`config.mk`:
```
export PLATFORM = sky130hd
export DESIGN_NAME = logic_gate_pipe
export DESIGN_NICKNAME = d
export VERILOG_FILES = /design/src/rtl/logic_gate_pipe.sv
export SDC_FILE = /design/constraint.sdc
export NUM_CORES = 1
export LEC_CHECK = 0
export CORE_MARGIN = 2
export CORE_UTILIZATION = 53
export DETAILED_ROUTE_END_ITERATION = 7
export MAX_ROUTING_LAYER = met4
export PLACE_DENSITY = 0.85
export SLEW_MARGIN = 40
export SYNTH_ARGS = -nofsm -noshare
export SYNTH_HDL_FRONTEND = slang
export SYNTH_SLANG_ARGS = --single-unit
```
`constraint.sdc`:
```
create_clock -name clk -period 3.3 [get_ports clk]
set_input_delay 0.99 -clock clk [delete_from_list [all_inputs] [get_ports clk]]
set_output_delay 0.99 -clock clk [all_outputs]
set_load 0.02 [all_outputs]
```
`src/rtl/logic_gate_pipe.sv`:
```
// logic_gate_pipe
//   Two-stage valid/ready pipeline that evaluates CHANNELS independent
//   N_IN-input gates per beat. The gate function (NAND/NOR/AND/OR/XOR/XNOR)
//   is chosen at run time through a small config port and is captured with
//   each beat, so later mode changes never affect beats already in flight.
//
// Ports
//   clk        rising-edge clock
//   rst        synchronous, active-high reset
//   cfg_we     mode write strobe
//   cfg_mode   requested mode (0 NAND,1 NOR,2 AND,3 OR,4 XOR,5 XNOR)
//   cfg_err    sticky flag: a write of mode 6/7 was attempted
//   in_valid   input beat valid
//   in_ready   block can accept a beat
//   in_data    channel c uses bits [c*N_IN +: N_IN]
//   out_valid  result valid
//   out_ready  downstream accepts result
//   out_data   bit c = gate result of channel c
//   out_mode   mode used to compute this result
//   xfer_count results delivered (out_valid && out_ready), wraps silently
module logic_gate_pipe #(
  parameter int N_IN     = 2,
  parameter int CHANNELS = 4,
  parameter int CNT_W    = 8
) (
  input  logic                       clk,
  input  logic                       rst,
  input  logic                       cfg_we,
  input  logic [2:0]                 cfg_mode,
  output logic                       cfg_err,
  input  logic                       in_valid,
  output logic                       in_ready,
  input  logic [CHANNELS*N_IN-1:0]   in_data,
  output logic                       out_valid,
  input  logic                       out_ready,
  output logic [CHANNELS-1:0]        out_data,
  output logic [2:0]                 out_mode,
  output logic [CNT_W-1:0]           xfer_count
);

  localparam logic [CNT_W-1:0] CNT_ONE = CNT_W'(1);

  function automatic logic gate_reduce(input logic [N_IN-1:0] bits,
                                       input logic [2:0]      mode);
    logic r;
    case (mode)
      3'd0:    r = ~(&bits);
      3'd1:    r = ~(|bits);
      3'd2:    r = &bits;
      3'd3:    r = |bits;
      3'd4:    r = ^bits;
      3'd5:    r = ~(^bits);
      default: r = 1'b0;
    endcase
    return r;
  endfunction

  logic [2:0]               mode_act;
  logic [CNT_W-1:0]         cnt;
  logic                     vld_p1;
  logic                     vld_p2;
  logic [CHANNELS*N_IN-1:0] data_p1;
  logic [2:0]               mode_p1;
  logic [CHANNELS-1:0]      res_p1;
  logic [CHANNELS-1:0]      data_p2;
  logic [2:0]               mode_p2;
  logic                     adv_p2;
  logic                     accept;
  logic                     deliver;

  // Handshake: in_ready depends only on registered state and out_ready.
  assign adv_p2   = vld_p1 && (!vld_p2 || out_ready);
  assign in_ready = !vld_p1 || adv_p2;
  assign accept   = in_valid && in_ready;
  assign deliver  = vld_p2 && out_ready;

  // Control: active mode, sticky error, stage valids, delivery counter.
  always_ff @(posedge clk) begin
    if (rst) begin
      mode_act <= 3'd0;
      cfg_err  <= 1'b0;
      vld_p1   <= 1'b0;
      vld_p2   <= 1'b0;
      cnt      <= '0;
    end else begin
      if (cfg_we) begin
        if (cfg_mode <= 3'd5) mode_act <= cfg_mode;
        else                  cfg_err  <= 1'b1;
      end
      if (accept)      vld_p1 <= 1'b1;
      else if (adv_p2) vld_p1 <= 1'b0;
      if (adv_p2)      vld_p2 <= 1'b1;
      else if (deliver) vld_p2 <= 1'b0;
      if (deliver) cnt <= cnt + CNT_ONE;
    end
  end

  // ---- stage p1: capture raw beat with the mode active at accept time ----
  always_ff @(posedge clk) begin
    if (accept) begin
      data_p1 <= in_data;
      mode_p1 <= mode_act;
    end
  end

  always_comb begin
    res_p1 = '0;
    for (int c = 0; c < CHANNELS; c++)
      res_p1[c] = gate_reduce(data_p1[c*N_IN +: N_IN], mode_p1);
  end

  // ---- stage p2: reduced result, held while downstream stalls ----
  // Cleared on reset so the output bus reads zero before the first result.
  always_ff @(posedge clk) begin
    if (rst) begin
      data_p2 <= '0;
      mode_p2 <= 3'd0;
    end else if (adv_p2) begin
      data_p2 <= res_p1;
      mode_p2 <= mode_p1;
    end
  end

  assign out_valid  = vld_p2;
  assign out_data   = data_p2;
  assign out_mode   = mode_p2;
  assign xfer_count = cnt;

endmodule

```
==> impl_metrics.yaml <==
detailed_routing:
  route.detailed.drc: 0
  vias: 1176
  vias_per_cell: 5.32
  drtIter0Drc: 34
  antenna_left: 0
  wl_um: 2850
  dr.pass1.iters: 4
  avgRoutedWirePerCell_um: 12.9
timing:
  finalMaxSlewViolations: 0
  max-slew-margin-rel: 0.671
  worst_slew_pin_slew_ns: 0.494
  setup_ws_ns: 0.369
  fmaxAchievable_mhz: 341
  finalClockSkew_ns: 0.00739
  setup_viol_count_final: 0
  fin_setup_tns_ns: 0
  min_period_over_period: 0.888
  rsz0062_at_grt: "false"
  finalCriticalPeriod_ns: 2.93
  final_hold_viol_count: 0
global_route:
  grt_start_max_net_pins: 21
  grtUsageTotal: 0.199
  gr-total-overflow: 0
  antenna_found_initial: 0
  grt_pass1_vias: 1115
  grt_first_pass_wirelength_um: 4820
clock_network:
  cts_setup_buffers: 0
  cts_tree: "yes"
  cts.repair.resized: 0
  clk_path_buf_depth: 2
  clkTransAtPathRegs_ns: 0.09
  htree_levels: 2
  clock-sinks: 32
  ctsHoldBuffers: 0
  clockRootBuffer: "clkbuf_4"
  clock_latency_ns: 0.33
  cts_buffers: 5
setup_path:
  reg2reg_to: "out_data[3]"
  ff2ff_path_depth: 6
  crit_path_end_kind: "output pin"
  r2r_slack_ns: 1.86
  crit_start: "out_ready"
  critPathMaxFanout: 3
  crit_type: "primary input to output pin"
  cp-start-kind: "primary input"
  r2r-start: "data_p1[7]"
  required_ns: 2.31
  worstPathArrival_ns: 1.94
pwr:
  p_per_area_mw_per_mm2: 414
  peakVddDrop_uv: 384
  switching_share: 0.237
  internal_power_mw: 0.605
  power.leakage_nw: 0.745
  pwr-share-comb: 0.126
  p_switching_mw: 0.188
  seq_power_share: 0.559
  total_power_mw: 0.793
  clkPwrFrac: 0.315
synth:
  synth_edf_count: 11
  synth_area_mm2: 0.00148
  synth-seq-cells: 32
  synth_top_area_cell: "dfxtp_1"
  yosysWarningCount: 0
  yosysMostFrequentCell: "dfxtp_1"
  synth.area.top_cells: "dfxtp_1 (28%), edfxtp_1 (22%), ha_1 (7.6%), a21oi_1 (5.1%), nor2b_1 (4.6%)"
  yosysTopAreaCellShare: 0.284
  synthCells: 152
  async_flop_share: 0
  synth.yosys.seq_area_share: 0.507
  ys_types: 26
  avgSynthCellArea_um2: 9.74
  synthesis.nets: 177
  synth-main-ff-cell: "dfxtp_1"
  synth_common_cells: "dfxtp_1 (21), a21oi_1 (15), nand2_1 (13)"
worst_hold_path:
  hold_end: "mode_p1[2]"
  holdPathStages: 0
  hold_start: "mode_act[2]"
  hp-class: "flop to flop"
placement:
  dpl.hpwl_um: 2100
  gp_congestion: 0.872
  placed_cells: 213
  dpl_cell_area_mm2: 0.00184
  place_ws_ns: 0.0353
  port-buffer-count: 33
layout:
  ff_latch_area_um2: 751
  drive_above_1_share: 0.0632
  multi_input_area_um2: 662
  nNetsFinal: 214
  instances_no_fill: 221
  fillers: 205
  syn_to_final_growth_pct: 29.2
  postLayoutCellArea_mm2: 0.00191
  num_antenna_cells: 0
floorplan:
  die_x_um: 56.8
  fp.dieH_um: 56.8
  start_util: 0.546
  rows: 19
  core_mm2: 0.00271
  dieArea_mm2: 0.00323
  ios: 34
status:
  status: "finished, final reports clean"
flow_run:
  cap_violations: 0
==> through the flow <==
step	hold WS (ns)	utilization
6_report	0.441	0.706
3_3_place_gp	0.415	0.680
3_5_place_dp	0.422	0.680
5_1_grt	0.459	0.706
2_1_floorplan	0.408	-
4_1_cts	0.443	0.705
==> layer usage <==
layer,track usage,up-vias,share of wire
met3,0.0438,2,0.035
met1,0.234,545,0.45
met5,-,-,0
met4,0.0797,0,0.0056
met2,0.331,26,0.51
li1,-,603,-
==> flip-flops by register name (all words and copies together) (netlist names) <==
| register | flops |
|---|---|
| out_valid | 1 |
| out_data | 4 |
| mode_act | 3 |
| vld_p1 | 1 |
| xfer_count | 8 |
| data_p1 | 8 |
| mode_p1 | 3 |
| cfg_err | 1 |
| out_mode | 3 |
==> cells in the final DEF (no fill, tap or decap) <==
cell type        instances
nor3_1                   4
a31oi_1                  1
nand2_1                 13
a221o_1                  4
inv_1                   12
and2_1                   1
xnor2_1                  2
clkbuf_8                 2
clkdlybuf4s50_1         32
ha_1                     9
nor4b_4                  1
or3_1                    3
dlymetal6s2s_1           1
dfxtp_1                 21
mux2i_1                  3
nand4_1                  1
a21oi_1                 15
a211o_1                  4
xor2_1                   2
nand3_1                  8
nor2b_1                 11
edfxtp_1                11
nor2_1                  12
clkbuf_1                 1
nand2_2                  1
buf_4                    2
clkbuf_4                 5
o21ai_0                  7
nand2b_2                 1
==> critical path, cell delays in order <==
cell	delay [ns]
clkdlybuf4s50_1	0.44
nor2b_1	0.20
nand2_1	0.09
dlymetal6s2s_1	0.22
==> layout make-up <==
type | instances | share of cell area
Clock buffer | 8 | 0.0360
Multi-Input combinational cell | 103 | 0.346
Inverter | 12 | 0.0235
Sequential cell | 32 | 0.392
Tap cell | 31 | 0.0203
Timing Repair Buffer | 35 | 0.182
==> how the worst max path moves through the flow <==
stage               endpoint  slack, ns  cells after the start
floorplan           in_ready       0.99                      2
global placement    in_ready       0.04                      4
detailed placement  in_ready       0.04                      4
CTS                 in_ready       0.03                      4
global route        in_ready       0.30                      4
finish              in_ready       0.37                      4
==> kinds of logic (layout without fill, tap and decap cells) <==
group,Yosys count,in the layout,synth area share
simple gates,56,56,0.198
flops,32,32,0.507
compound gates,31,31,0.129
buf+inv,17,55,0.0456
fa+ha+maj,9,9,0.0761
xor+xnor,4,4,0.0237
mux,3,3,0.0203
==> power groups by stage <==
stage,registers (mW),logic (mW),clock network (mW)
final,0.444,0.0996,0.250
after global routing,0.447,0.109,0.276
after CTS,0.443,0.0997,0.257
after detailed placement,0.453,0.0986,0
after global placement,0.451,0.0937,0
after floorplan,0.452,0.0519,0
Power figures use the tool's default switching activity.
